==> src/rtl/riscv_bif_arbiter.sv <==
// Fetch / load-store bus arbiter: one outstanding transaction, round-robin on contention,
// acks routed back to the owner, and a watchdog that error-acks a silent bus.
module riscv_bif_arbiter #(
    parameter int ADDR_W      = 32,
    parameter int DATA_W      = 32,
    parameter int TIMEOUT_CYC = 16,
    parameter int TMO_W       = 5
) (
    input  logic                clk,
    input  logic                rstn,
    input  logic                inst_req,
    input  logic [ADDR_W-1:0]   inst_addr,
    output logic                inst_ack,
    output logic [DATA_W-1:0]   inst_rdata,
    input  logic                data_req,
    input  logic [ADDR_W-1:0]   data_addr,
    input  logic                data_we,
    input  logic [DATA_W/8-1:0] data_be,
    input  logic [DATA_W-1:0]   data_wdata,
    output logic                data_ack,
    output logic [DATA_W-1:0]   data_rdata,
    output logic                bus_err,
    output logic                mem_req,
    output logic [ADDR_W-1:0]   mem_addr,
    output logic                mem_we,
    output logic [DATA_W/8-1:0] mem_be,
    output logic [DATA_W-1:0]   mem_wdata,
    input  logic                mem_ack,
    input  logic [DATA_W-1:0]   mem_rdata,
    output logic                arb_busy
);
    localparam logic [TMO_W-1:0] TMO_LIM = TMO_W'(TIMEOUT_CYC);
    localparam bit               TMO_EN  = (TIMEOUT_CYC != 0);

    typedef enum logic [1:0] { IDLE, OWN_I, OWN_D } state_t;

    state_t           state;
    logic             last_gnt_d;
    logic [TMO_W-1:0] tmo_cnt;
    logic             tmo_hit;
    logic             xfer_ok;
    logic             done;

    // mem_req is only set while owned, so these terms never fire in IDLE.
    assign tmo_hit = TMO_EN && mem_req && (tmo_cnt == TMO_LIM);
    assign xfer_ok = mem_req && mem_ack;
    assign done    = xfer_ok || tmo_hit;

    assign inst_ack   = (state == OWN_I) && done;
    assign data_ack   = (state == OWN_D) && done;
    assign bus_err    = tmo_hit && !mem_ack;
    assign inst_rdata = ((state == OWN_I) && xfer_ok) ? mem_rdata : '0;
    assign data_rdata = ((state == OWN_D) && xfer_ok) ? mem_rdata : '0;
    assign arb_busy   = (state != IDLE);

    always_ff @(posedge clk) begin
        if (!rstn) begin
            state      <= IDLE;
            last_gnt_d <= 1'b0;
            tmo_cnt    <= '0;
            mem_req    <= 1'b0;
            mem_addr   <= '0;
            mem_we     <= 1'b0;
            mem_be     <= '0;
            mem_wdata  <= '0;
        end else begin
            case (state)
                IDLE: begin
                    tmo_cnt <= '0;
                    // On contention the side that did not win last time gets the bus.
                    if (data_req && (!inst_req || !last_gnt_d)) begin
                        state      <= OWN_D;
                        last_gnt_d <= 1'b1;
                        mem_req    <= 1'b1;
                        mem_addr   <= data_addr;
                        mem_we     <= data_we;
                        mem_be     <= data_be;
                        mem_wdata  <= data_wdata;
                    end else if (inst_req) begin
                        state      <= OWN_I;
                        last_gnt_d <= 1'b0;
                        mem_req    <= 1'b1;
                        mem_addr   <= inst_addr;
                        mem_we     <= 1'b0;
                        mem_be     <= '1;
                        mem_wdata  <= '0;
                    end
                end
                OWN_I, OWN_D: begin
                    if (done) begin
                        state   <= IDLE;
                        mem_req <= 1'b0;
                        tmo_cnt <= '0;
                    end else if (TMO_EN) begin
                        tmo_cnt <= tmo_cnt + TMO_W'(1);
                    end
                end
                default: begin
                    state   <= IDLE;
                    mem_req <= 1'b0;
                end
            endcase
        end
    end
endmodule

==> config.mk <==
export PLATFORM = sky130hd
export DESIGN_NAME = riscv_bif_arbiter
export DESIGN_NICKNAME = d
export VERILOG_FILES = /design/src/rtl/riscv_bif_arbiter.sv
export SDC_FILE = /design/constraint.sdc
export NUM_CORES = 1
export LEC_CHECK = 0
export ABC_AREA = 1
export ABC_CLOCK_PERIOD_IN_PS = 1910
export CAP_MARGIN = 20
export CELL_PAD_IN_SITES_DETAIL_PLACEMENT = 1
export CELL_PAD_IN_SITES_GLOBAL_PLACEMENT = 1
export CORE_MARGIN = 8
export CORE_UTILIZATION = 21
export DETAILED_ROUTE_END_ITERATION = 8
export HOLD_SLACK_MARGIN = 0.15
export PLACE_DENSITY = 0.76
export SYNTH_ARGS = -nofsm -noshare
export SYNTH_HDL_FRONTEND = slang
export SYNTH_SLANG_ARGS = --single-unit
==> constraint.sdc <==
create_clock -name clk -period 1.91 [get_ports clk]
set_input_delay 0.191 -clock clk [delete_from_list [all_inputs] [get_ports clk]]
set_output_delay 0.191 -clock clk [all_outputs]
set_load 0.01 [all_outputs]
# Word-level counts from Yosys, hierarchy flattened
# Cells that the tools add are included.
[word_totals]
register_bits = 78
latch_bits = 0
ram_bits = 0
mem_bits_ro = 0
in_bits = 138
mem_count = 0
[op_classes]
n_addsub = 1
multipliers = 0
div_mod_pow = 0
magnitude_cmp = 0
n_eq_ne = 5
n_shift = 0
mux = 21
n_bitwise = 0
n_reduce_logical = 20
[ops]
columns = ["cell", "n"]
rows = [
  ["32-bit 2-to-1 mux", 6],
  ["5-bit case mux with 2 select lines", 1],
  ["1-bit logical AND", 8],
  ["4-bit 2-to-1 mux", 2],
  ["1-bit 2-to-1 mux", 6],
  ["2-bit 2-to-1 mux", 3],
  ["2-bit nonzero test", 3],
  ["5-bit by 1-bit adder with 5-bit output (second input constant)", 1],
  ["5-bit == test (second input constant)", 1],
  ["5-bit 2-to-1 mux", 1],
  ["2-bit case mux with 2 select lines", 1],
  ["2-bit AND reduction", 2],
  ["1-bit logical NOT", 3],
  ["3-bit inequality test (second input constant)", 1],
  ["2-bit by 1-bit == test with 1-bit output (second input constant)", 1],
  ["2-bit == test (second input constant)", 1],
  ["2-bit logical NOT", 1],
  ["1-bit logical OR", 2],
  ["2-bit inequality test (second input constant)", 1],
  ["1-bit case mux with 2 select lines", 1],
  ["2-bit OR reduction", 1],
]

# Longest topological paths before layout
[logic_depth]
depth_word = 5
mapped_depth = 9
ltp_nobuf = 9

# Least setup slack after synthesis
# OpenSTA, ideal clock, no wires.
[synth_timing]
kind = "reg2reg"
startpoint = "register state[0]"
endpoint = "register mem_wdata[10]"
setup_ns = 0.070
arrival_ns = 1.385
required_time_ns = 1.840
setup_slack_ns = 0.455
stages_incl_launch_ff = 9
n_path_buf = 1
period_less_slack_ns = 1.455
path_cell_list = "dfxtp_1 > inv_1 > ha_1 > inv_2 > a21oi_4 > inv_2 > clkbuf_1 > nand2_1 > a21oi_1"
[synth_between]
elab_chain_len = 2
[synth_rtl]
columns = ["item", "line", "source"]
rows = [
  ["from (decl)", "37", "state_t state;"],
  ["from (signal assigned)", "58", "state <= IDLE;"],
  ["from (signal assigned)", "72", "state <= OWN_D;"],
  ["from (signal assigned)", "80", "state <= OWN_I;"],
  ["2-bit logical NOT", "67", "case (state)"],
  ["2-bit AND reduction (no source line)", "n/a", ""],
  ["to (signal assigned)", "78", "mem_wdata <= data_wdata;"],
  ["to (decl)", "27", "output logic [DATA_W-1:0] mem_wdata,"],
]
# No other way between the ends.
# A chain may end at the register's enable or synchronous reset.

# Worst setup path after layout
[layout_timing]
startpoint = "register state[0]"
endpoint = "output data_rdata[19]"
[layout_between]
elab_chain_len = 3
[layout_rtl]
columns = ["item", "line", "source"]
rows = [
  ["2-bit == test", "53", "assign data_rdata = ((state == OWN_D) && xfer_ok) ? mem_rdata : '0;"],
  ["1-bit logical AND", "53", ""],
  ["32-bit 2-to-1 mux", "53", ""],
  ["to (decl)", "21", "output logic [DATA_W-1:0] data_rdata,"],
]
# No other way between the ends.

==> impl_metrics.py <==
metrics = {
    "run_status": {
        "outcome": "finished, final reports clean",
    },
    "drt": {
        "drtPass1Iterations": 4,
        "wl_per_cell_um": 16.6,
        "drc": 0,
        "wl_um": 16600,
        "drtIter0Drc": 152,
        "via_count": 4275,
        "postRouteAntennaNets": 0,
        "viasPerCell": 4.26,
    },
    "power": {
        "p_comb_frac": 0.345,
        "leakage_nw": 3.04,
        "total_power_mw": 5.78,
        "worst_ir_drop_vdd_mv": 0.339,
        "p_sw_mw": 1.83,
        "p_int_mw": 3.95,
        "p_seq_frac": 0.354,
        "netSwitchingFraction": 0.317,
        "powerDensity_nw_per_um2": 848,
        "clkPwrFrac": 0.301,
    },
    "timing": {
        "slew_violations": 0,
        "tightest_slew_ns": 0.358,
        "hold_violations": 0,
        "setup_viol": 0,
        "fin_skew_ns": 0.0101,
        "fin_crit_sh": 0.955,
        "relSlewSlack": 0.761,
        "max_freq_mhz": 548,
        "tns_ns": 0,
        "worst_slack_ns": 0.0859,
        "finalCriticalPeriod_ns": 1.82,
    },
    "grt": {
        "grt_pass1_vias": 4539,
        "grt_pass1_wl_um": 25800,
        "grt-ovfl-total": 0,
        "grtUsageTotal": 0.151,
        "grt_max_degree": 69,
        "antenna_found_initial": 0,
    },
    "placement": {
        "dp_hpwl_um": 13100,
        "gp_congestion": 0.759,
        "dp.cells": 986,
        "dp_slack_ns": -0.0806,
        "numPortBuffers": 275,
    },
    "floorplan": {
        "start_util": 0.213,
        "std_cell_rows": 47,
        "pin_count": 276,
        "core_area_sq_um": 16500,
        "die_h_um": 145,
        "fp.dieArea_sq_um": 21100,
        "die_w_um": 145,
    },
    "logic_synthesis": {
        "synth_top_area_cell": "dfxtp_1",
        "syn_nets": 656,
        "synth_area_sq_um": 3510,
        "yosys-top-cells-count": "nand2_1 (147), nor2_1 (82), dfxtp_1 (78), inv_1 (43), a21oi_1 (37)",
        "yosys-top-cells-area": "dfxtp_1 (44%), nand2_1 (16%), nor2_1 (8.8%)",
        "async_flop_share": 0,
        "yosysWarnings": 0,
        "synth_most_common_cell": "nand2_1",
        "ys_ff_latch": 78,
        "synth.avg_cell_area_sq_um": 6.85,
        "synthFlopType": "dfxtp_1",
        "synth.top_cell.area_share": 0.445,
        "yosysSeqAreaShare": 0.445,
        "yosysUniqueCellTypes": 18,
        "synth_edf_count": 0,
        "synth_cells": 512,
    },
    "layout": {
        "layout-drive-gt1-share": 0.0626,
        "syn_to_final_growth_pct": 94.0,
        "fill_cells": 2017,
        "instances_no_fill": 1003,
        "n_antenna_cell": 0,
        "nets": 922,
    },
    "clocking": {
        "clk_pin_slew_ns": 0.07,
        "clockRootBuffer": "clkbuf_16",
        "numCtsBuffers": 9,
        "cts.sinks": 78,
        "cts_buffer_depth": 2,
        "cts_htree_levels": 3,
        "cts_tree": "done",
        "insertion_delay_ns": 0.33,
        "cts_hold_buf": 0,
    },
    "worst_setup_path": {
        "required_ns": 1.72,
        "start_kind": "register",
        "endpoint_kind": "primary output",
        "critPathMaxFanout": 32,
        "arrival_ns": 1.63,
        "worst-setup-path-type": "register to primary output",
    },
    "hold_path": {
        "min_path_type": "input pin to register",
    },
    "run": {
        "drv_cap": 0,
    },
}
repair_timing:
item / CTS / global route
resized for setup: 69 / 30
cloned: 0 / 1
setup buffers: 0 / 0
setup endpoints to repair: 68 / 40
layout by cell type, fill, tap and decap left out, drive strengths merged, types with 3 or more instances in the layout:
cell type and n:
clkdlybuf4s50 207, nor2 83, a31oi 32, ha 6, clkdlybuf4s15 13, dfxtp 78
nand3 3, clkbuf 17, a21oi 39, inv 49, xor2 4, dlygate4sd2 49
buf 11, nand2 147, o21ai 37, clkinv 4
critical path: stages (launching register included):
cell           delay, ns
dfxtp_2             0.35
inv_1               0.07
ha_1                0.23
nand2_2             0.09
buf_12              0.18
nor2_1              0.07
dlygate4sd2_1       0.30
flip-flops by register name, indices dropped and copies added, names as in the netlist:
name and flops:
mem_wdata 32, last_gnt_d 1, mem_req 1, tmo_cnt 5
mem_we 1, mem_be 4, mem_addr 32, state 2
worst paths after layout:
check | startpoint | endpoint | slack (ns) | cells past startpoint
worst max-delay path | state[0] | data_rdata[19] | 0.09 | 6
worst min-delay path | data_wdata[3] | mem_wdata[3] | 0.41 | 3
worst max register to register | state[0] | mem_addr[21] | 0.32 | 7
worst min register to register | mem_wdata[28] | mem_wdata[28] | 0.46 | 2
layout make-up:
cell class / count / area, sq um / area share
Timing Repair Buffer: 287 / 2860 / 0.420
Multi-Input combinational cell: 353 / 1630 / 0.239
Sequential cell: 78 / 1570 / 0.230
Tap cell: 220 / 275 / 0.0404
Clock buffer: 10 / 239 / 0.0351
Inverter: 49 / 184 / 0.0270
Clock inverter: 6 / 61.3 / 0.00900
power by group through the flow:
stage	registers, mW	clock network [mW]	logic, mW
6_report	2.04	1.74	1.99
4_1_cts	2.04	1.80	2.03
2_1_floorplan	2.17	0	0.753
3_3_place_gp	2.06	0	2.03
5_1_grt	2.07	1.86	2.19
3_5_place_dp	2.08	0	2.04
per-stage QoR:
step           hold slack [ns]   util  cell area [sq um]
3_5_place_dp             0.456  0.399               6560
3_3_place_gp             0.452  0.399               6560
6_report                 0.411  0.414               6810
5_1_grt                  0.400  0.414               6810
2_1_floorplan            0.312      -               3510
4_1_cts                  0.393  0.412               6780
metal layers:
| layer | wire, um | track usage | vias up | part of all wire |
|---|---|---|---|---|
| met1 | 6760 | 0.167 | 1915 | 0.41 |
| met3 | 1500 | 0.0594 | 19 | 0.090 |
| met5 | 0 | 0 | - | 0 |
| li1 | - | - | 2147 | - |
| met4 | 370 | 0.0583 | 0 | 0.022 |
| met2 | 8000 | 0.257 | 194 | 0.48 |
cell families after synthesis:
family / after synthesis / synth area share
AO/OA/AOI/OAI: 108 / 0.172
adder cells (fa/ha/maj): 6 / 0.0214
flip-flops: 78 / 0.445
XOR/XNOR: 4 / 0.00998
AND/OR/NAND/NOR: 235 / 0.258
buffers and inverters: 81 / 0.0934
Note: power is estimated with default switching activity, not from simulation.
